[src/rtl/uart_mmio_pkg.sv]
// Shared register map, STATUS bit positions and offset decoder for the UART MMIO responder.
package uart_mmio_pkg;

  localparam int UART_TXDATA = 'h0;
  localparam int UART_RXDATA = 'h4;
  localparam int UART_STATUS = 'h8;

  localparam int STATUS_FULL_BIT  = 0;
  localparam int STATUS_EMPTY_BIT = 1;
  localparam int STATUS_COUNT_LSB = 8;

  // Returned for RXDATA loads when the RX path is compiled out: "no data".
  localparam logic [63:0] RX_NODATA = 64'hFF;

  typedef enum logic [1:0] {
    REG_TXDATA,
    REG_RXDATA,
    REG_STATUS,
    REG_NONE
  } reg_sel_e;

  function automatic reg_sel_e decode_offset(input logic [31:0] offset);
    case (offset)
      32'(UART_TXDATA): return REG_TXDATA;
      32'(UART_RXDATA): return REG_RXDATA;
      32'(UART_STATUS): return REG_STATUS;
      default:          return REG_NONE;
    endcase
  endfunction

endpackage

[src/rtl/uart_mmio_if.sv]
// Data-memory style request/response port between the core (master) and the UART responder (slave).
interface uart_mmio_if #(
  parameter int ADDR_W = 4
);
  logic              req_valid;
  logic              req_ready;
  logic              req_wen;
  logic [ADDR_W-1:0] req_addr;
  logic [63:0]       req_wdata;
  logic              resp_valid;
  logic [63:0]       resp_rdata;
  logic              resp_err;

  modport master (
    output req_valid, req_wen, req_addr, req_wdata,
    input  req_ready, resp_valid, resp_rdata, resp_err
  );

  modport slave (
    input  req_valid, req_wen, req_addr, req_wdata,
    output req_ready, resp_valid, resp_rdata, resp_err
  );
endinterface

[src/rtl/uart_tx_fifo.sv]
// Synchronous byte FIFO for the UART transmit path; head byte is readable in the same cycle it pops.
module uart_tx_fifo #(
  parameter int TX_DEPTH = 8
) (
  input  logic                      clock,
  input  logic                      reset,
  input  logic                      push,
  input  logic [7:0]                push_data,
  input  logic                      pop,
  output logic [7:0]                pop_data,
  output logic                      full,
  output logic                      empty,
  output logic [$clog2(TX_DEPTH):0] count
);
  localparam int PTR_W = $clog2(TX_DEPTH);
  localparam int CNT_W = PTR_W + 1;

  logic [7:0]       mem [TX_DEPTH];
  logic [PTR_W-1:0] wr_ptr_reg;
  logic [PTR_W-1:0] rd_ptr_reg;
  logic [CNT_W-1:0] count_reg;
  logic [CNT_W-1:0] count_next;
  logic             push_ok;
  logic             pop_ok;

  assign full     = (count_reg == CNT_W'(TX_DEPTH));
  assign empty    = (count_reg == '0);
  assign count    = count_reg;
  assign push_ok  = push && !full;
  assign pop_ok   = pop && !empty;
  // Asynchronous read: the byte must leave on the same cycle as its pop.
  assign pop_data = mem[rd_ptr_reg];

  always_comb begin
    count_next = count_reg;
    case ({push_ok, pop_ok})
      2'b10:   count_next = count_reg + CNT_W'(1);
      2'b01:   count_next = count_reg - CNT_W'(1);
      default: count_next = count_reg;
    endcase
  end

  always_ff @(posedge clock) begin
    if (push_ok) begin
      mem[wr_ptr_reg] <= push_data;
    end
  end

  always_ff @(posedge clock) begin
    if (reset) begin
      wr_ptr_reg <= '0;
      rd_ptr_reg <= '0;
      count_reg  <= '0;
    end else begin
      if (push_ok) wr_ptr_reg <= wr_ptr_reg + PTR_W'(1);
      if (pop_ok)  rd_ptr_reg <= rd_ptr_reg + PTR_W'(1);
      count_reg <= count_next;
    end
  end

endmodule

[src/rtl/uart_mmio.sv]
// Memory-mapped UART responder: TXDATA stores feed a paced TX FIFO, RXDATA loads fetch a byte
// from the simulator, STATUS reports FIFO state. Define UART_MMIO_RX_EN to build the RX path.
module uart_mmio
  import uart_mmio_pkg::*;
#(
  parameter int TX_DEPTH = 8,
  parameter int TX_GAP   = 0,
  parameter int ADDR_W   = 4
) (
  input  logic        clock,
  input  logic        reset,
  uart_mmio_if.slave  bus,
  output logic        io_uart_out_valid,
  output logic [7:0]  io_uart_out_ch,
  output logic        io_uart_in_valid,
  input  logic [7:0]  io_uart_in_ch
);
  localparam int CNT_W = $clog2(TX_DEPTH) + 1;
  localparam int GAP_W = (TX_GAP > 0) ? $clog2(TX_GAP + 1) : 1;

  logic [ADDR_W-1:0] addr;
  reg_sel_e          sel;
  logic              accept;
  logic              tx_push;
  logic              tx_pop;
  logic              tx_full;
  logic              tx_empty;
  logic [CNT_W-1:0]  tx_count;
  logic [7:0]        tx_head;
  logic [GAP_W-1:0]  gap_cnt_reg;
  logic [GAP_W-1:0]  gap_cnt_next;
  logic              resp_valid_reg;
  logic [63:0]       resp_rdata_reg;
  logic [63:0]       rdata_next;
  logic              resp_err_reg;
  logic [63:0]       status_word;
  logic              wdata_unused;

  assign addr         = bus.req_addr;
  assign sel          = decode_offset(32'(addr));
  assign wdata_unused = ^bus.req_wdata[63:8];

  // Stall only TXDATA stores against the registered full flag; a same-cycle pop does not help.
  assign bus.req_ready = !reset && !(bus.req_wen && (sel == REG_TXDATA) && tx_full);
  assign accept        = bus.req_valid && bus.req_ready;
  assign tx_push       = accept && bus.req_wen && (sel == REG_TXDATA);
  assign tx_pop        = !reset && !tx_empty && (gap_cnt_reg == '0);

  assign io_uart_out_valid = tx_pop;
  assign io_uart_out_ch    = tx_pop ? tx_head : 8'h00;

  uart_tx_fifo #(
    .TX_DEPTH (TX_DEPTH)
  ) u_tx_fifo (
    .clock     (clock),
    .reset     (reset),
    .push      (tx_push),
    .push_data (bus.req_wdata[7:0]),
    .pop       (tx_pop),
    .pop_data  (tx_head),
    .full      (tx_full),
    .empty     (tx_empty),
    .count     (tx_count)
  );

  always_comb begin
    gap_cnt_next = gap_cnt_reg;
    if (tx_pop) begin
      gap_cnt_next = GAP_W'(TX_GAP);
    end else if (gap_cnt_reg != '0) begin
      gap_cnt_next = gap_cnt_reg - GAP_W'(1);
    end
  end

  assign status_word[STATUS_FULL_BIT]  = tx_full;
  assign status_word[STATUS_EMPTY_BIT] = tx_empty;
  assign status_word[7:2]              = '0;
  assign status_word[63:16]            = '0;

  for (genvar gi = 0; gi < 8; gi++) begin : g_status_cnt
    if (gi < CNT_W) begin : g_bit
      assign status_word[STATUS_COUNT_LSB + gi] = tx_count[gi];
    end else begin : g_zero
      assign status_word[STATUS_COUNT_LSB + gi] = 1'b0;
    end
  end

`ifdef UART_MMIO_RX_EN
  assign io_uart_in_valid = accept && !bus.req_wen && (sel == REG_RXDATA);
`else
  logic rx_unused;
  assign io_uart_in_valid = 1'b0;
  assign rx_unused        = ^io_uart_in_ch;
`endif

  always_comb begin
    rdata_next = '0;
    if (!bus.req_wen) begin
      case (sel)
        REG_STATUS: rdata_next = status_word;
`ifdef UART_MMIO_RX_EN
        REG_RXDATA: rdata_next = {56'b0, io_uart_in_ch};
`else
        REG_RXDATA: rdata_next = RX_NODATA;
`endif
        default:    rdata_next = '0;
      endcase
    end
  end

  // The response register doubles as the RX byte capture at the acceptance edge.
  always_ff @(posedge clock) begin
    if (reset) begin
      resp_valid_reg <= 1'b0;
      resp_rdata_reg <= '0;
      resp_err_reg   <= 1'b0;
      gap_cnt_reg    <= '0;
    end else begin
      resp_valid_reg <= accept;
      resp_rdata_reg <= accept ? rdata_next : '0;
      resp_err_reg   <= accept && (sel == REG_NONE);
      gap_cnt_reg    <= gap_cnt_next;
    end
  end

  assign bus.resp_valid = resp_valid_reg;
  assign bus.resp_rdata = resp_rdata_reg;
  assign bus.resp_err   = resp_err_reg;

endmodule

[src/flat_wrapper.sv]
// flat-port wrapper written by rule: the top's interface ports become plain ports
module uart_mmio_flat import uart_mmio_pkg::*;
#(
  parameter int TX_DEPTH = 8,
  parameter int TX_GAP   = 0,
  parameter int ADDR_W   = 4
)
  (clock, reset, io_uart_out_valid, io_uart_out_ch, io_uart_in_valid, io_uart_in_ch, bus_req_valid, bus_req_wen, bus_req_addr, bus_req_wdata, bus_req_ready, bus_resp_valid, bus_resp_rdata, bus_resp_err);
  uart_mmio_if #(.ADDR_W(ADDR_W)) bus_i ();
  input  logic clock;
  input  logic reset;
  output logic io_uart_out_valid;
  output logic [7:0] io_uart_out_ch;
  output logic io_uart_in_valid;
  input  logic [7:0] io_uart_in_ch;
  input wire logic [$bits(bus_i.req_valid)-1:0] bus_req_valid;
  input wire logic [$bits(bus_i.req_wen)-1:0] bus_req_wen;
  input wire logic [$bits(bus_i.req_addr)-1:0] bus_req_addr;
  input wire logic [$bits(bus_i.req_wdata)-1:0] bus_req_wdata;
  output wire logic [$bits(bus_i.req_ready)-1:0] bus_req_ready;
  output wire logic [$bits(bus_i.resp_valid)-1:0] bus_resp_valid;
  output wire logic [$bits(bus_i.resp_rdata)-1:0] bus_resp_rdata;
  output wire logic [$bits(bus_i.resp_err)-1:0] bus_resp_err;
  assign bus_i.req_valid = bus_req_valid;
  assign bus_i.req_wen = bus_req_wen;
  assign bus_i.req_addr = bus_req_addr;
  assign bus_i.req_wdata = bus_req_wdata;
  assign bus_req_ready = bus_i.req_ready;
  assign bus_resp_valid = bus_i.resp_valid;
  assign bus_resp_rdata = bus_i.resp_rdata;
  assign bus_resp_err = bus_i.resp_err;
  uart_mmio #(.TX_DEPTH(TX_DEPTH), .TX_GAP(TX_GAP), .ADDR_W(ADDR_W)) u_core (.clock(clock), .reset(reset), .bus(bus_i), .io_uart_out_valid(io_uart_out_valid), .io_uart_out_ch(io_uart_out_ch), .io_uart_in_valid(io_uart_in_valid), .io_uart_in_ch(io_uart_in_ch));
endmodule
[config.mk]
export PLATFORM = sky130hd
export DESIGN_NAME = uart_mmio_flat
export DESIGN_NICKNAME = d
export VERILOG_FILES = /design/src/rtl/uart_mmio_pkg.sv /design/src/rtl/uart_mmio_if.sv /design/src/rtl/uart_tx_fifo.sv /design/src/rtl/uart_mmio.sv /design/src/flat_wrapper.sv
export SDC_FILE = /design/constraint.sdc
export NUM_CORES = 1
export LEC_CHECK = 0
export CORE_MARGIN = 4
export CORE_UTILIZATION = 39
export CTS_CLUSTER_SIZE = 25
export DETAILED_ROUTE_END_ITERATION = 10
export GPL_TIMING_DRIVEN = 0
export PLACE_DENSITY = 0.73
export RECOVER_POWER = 25
export SLEW_MARGIN = 25
export SYNTH_ARGS = -nofsm -noshare
export SYNTH_HDL_FRONTEND = slang
export SYNTH_SLANG_ARGS = --single-unit
export TNS_END_PERCENT = 100
[constraint.sdc]
create_clock -name clock -period 4.52 [get_ports clock]
set_input_delay 0.452 -clock clock [delete_from_list [all_inputs] [get_ports clock]]
set_output_delay 0.452 -clock clock [all_outputs]
set_load 0.005 [all_outputs]
==> flow_summary.toml <==
[clock_network]
cts_tree = "yes"
clk_root_buffer_cell = "clkbuf_8"
clk_pin_slew_ps = 90
clock_latency_ps = 350
cts_max_level = 3
cts_hold_buffers = 0
post-cts-setup-buffers = 0
cts_sinks = 87
cts_made_buffers = 9
cts.repair.resized = 0
clockBufferDepth = 2

[sta]
worst_pin_slew_ps = 915
rsz0062_at_grt = "no"
tns_ps = 0
min_period_ps = 3540
hold_viol = 0
worst_slack_ps = 982
finalCritPeriodShare = 0.783
finalSetupViolCount = 0
finClkSkew_ps = 10.5
max_freq_mhz = 283
final_max_slew_viol_count = 0
max_slew_margin = 0.388

[die]
dieArea_mm2 = 0.0119
dieWidth_um = 109
io_pins = 157
fp-row-count = 36
die_h_um = 109
start_util = 0.402
core_mm2 = 0.00986

[placed_design]
pre_cts_ws_ps = 594
hpwlAfterDp_um = 4930
port-buffer-count = 39
place_area_mm2 = 0.00477
gp_congestion = 0.714

[detailed_routing]
vias = 2242
drt-vias-per-instance = 4.30
wl_per_cell_um = 13.3
dr.first_iter.drc_count = 117
drtAntennaViolNets = 0
first_pass_iters = 4
drt-total-wl_um = 6940
drc = 0

[flow_run]
maxCapViolCount = 0

[final_layout]
seq_area_mm2 = 0.00238
syn2layout_area_growth_pct = 25.2
nFillCells = 849
final_nets = 472
final_area_mm2 = 0.00497
drive_gt1_frac = 0.286
largest_reg_flops = 64
multi_input_comb_area_mm2 = 0.00132
num_antenna_cells = 0

[grt]
grt_remaining_overflow = 0
grt_pass1_wl_um = 10700
grt_usage = 0.121
antenna_found_initial = 0
grt_max_degree = 19
first_global_vias = 2102

[logic_synthesis]
syn_area_mm2 = 0.00397
yosysSeqAreaShare = 0.600
synthCells = 277
yosys_warnings = 0
synth_most_common_cell = "edfxtp_1"
synth_cell_types = 38
synth_top_cell_by_area = "edfxtp_1"
synthFlopType = "edfxtp_1"
postSynthAreaPerCell_um2 = 14.3
ys_async_sr_fraction = 0
synth_seq_cells = 87
synth_top_area_share = 0.484
synth-edff-count = 64
synth_area_leaders = "edfxtp_1 48%, dfxtp_1 12%, buf_4 11%"
synthTopCellsByCount = "64 x edfxtp_1, 58 x buf_4, 23 x dfxtp_1"

[critical_path]
crit_path_max_incr_delay_ps = 550
cp_max_fo = 8
cp.arrival_ps = 3820
crit_slowest_cell = "nor4b_1"
path_cells = "clkdlybuf4s50_1 -> nor4b_1 -> inv_1 -> ha_1 -> or2b_2 -> o22ai_4 -> nand2_4 -> ha_1 -> xor2_1 -> ha_1 -> a21oi_1 -> xor2_1 -> or3_1 -> a21oi_1"
crit_type = "in -> reg"
crit_path_end_kind = "register"
cpMostUsedCell = "ha_1"
reg2reg_setup_slack_ps = 1290
cp-start-kind = "input port"
cp.required_ps = 4800

[outcome]
status = "finished clean"

[power_and_ir_drop]
powerDensity_mw_per_mm2 = 297
max-vdd-ir-drop_uv = 168
p_leak_nw = 1.93

[min_path]
hold_class = "reg -> reg"
## power breakdown
part	internal (mW)	leakage (nW)	total, mW	switching, mW
combinational	0.0546	1.07	0.0970	0.0424
clock	0.217	0.0970	0.517	0.301
sequential	0.858	0.761	0.860	0.00202
## cells by family after synthesis
family,count (synthesis),synth area share
fa+ha+maj,9,0.0284
mux,29,0.125
simple gates,58,0.0854
compound gates,14,0.0230
flops,87,0.600
xor+xnor,5,0.0110
buf+inv,74,0.126
other cells,1,0.000945
## per-stage QoR
stage	hold WS (ps)	total power, mW	cells	util
after floorplan	472	0.942	330	-
after global placement	490	0.971	502	0.479
after detailed placement	509	0.974	505	0.484
after CTS	530	1.49	521	0.504
after global routing	554	1.53	521	0.504
final	525	1.47	521	0.504
## worst paths after layout
kind,from,endpoint,depth (start not counted)
setup / recovery,bus_req_addr[3],u_core.u_tx_fifo.count[2],14
hold / removal,u_core.u_tx_fifo.rd_ptr_reg[2],u_core.u_tx_fifo.rd_ptr_reg[2],2
setup reg to reg,u_core.u_tx_fifo.count[2],u_core.u_tx_fifo.count[2],11
hold reg to reg,u_core.u_tx_fifo.rd_ptr_reg[2],u_core.u_tx_fifo.rd_ptr_reg[2],2
## layout make-up
type / instances / area share
sequential: 87 / 0.479
multi-input combinational: 169 / 0.265
buffer: 68 / 0.0959
timing repair buffer: 42 / 0.0826
tap: 133 / 0.0335
clock buffer: 9 / 0.0249
clock inverter: 7 / 0.0146
inverter: 6 / 0.00453
## cells in the final DEF (no fill, tap or decap), types with 4 or more instances in the layout
cell type | synthesis | routed
nand2_1 | 4 | 4
ha_1 | 9 | 9
conb_1 | 1 | 54
dfxtp_1 | 23 | 23
buf_2 | 3 | 4
and2_1 | 4 | 4
clkdlybuf4s50_1 | 0 | 33
clkbuf_1 | 4 | 4
mux2i_1 | 11 | 11
mux4_2 | 16 | 16
edfxtp_1 | 64 | 64
buf_4 | 58 | 60
clkbuf_8 | 0 | 9
inv_1 | 6 | 6
nor2_1 | 20 | 20
dlygate4sd3_1 | 0 | 6
a21oi_1 | 8 | 8
## per-layer routing
metal / up-vias / share of wire / track usage
li1: 1105 / - / -
met1: 1040 / 0.42 / 0.150
met2: 82 / 0.49 / 0.200
met3: 15 / 0.067 / 0.0219
met4: 0 / 0.024 / 0.0622
met5: - / 0 / 0
## worst max-delay path: cells and delay by family
family | cells | cell delay [ps]
simple gates | 4 | 1310
fa+ha+maj | 3 | 730
xor+xnor | 2 | 260
buf+inv | 2 | 600
compound gates | 3 | 460
Power figures use the tool's default switching activity.
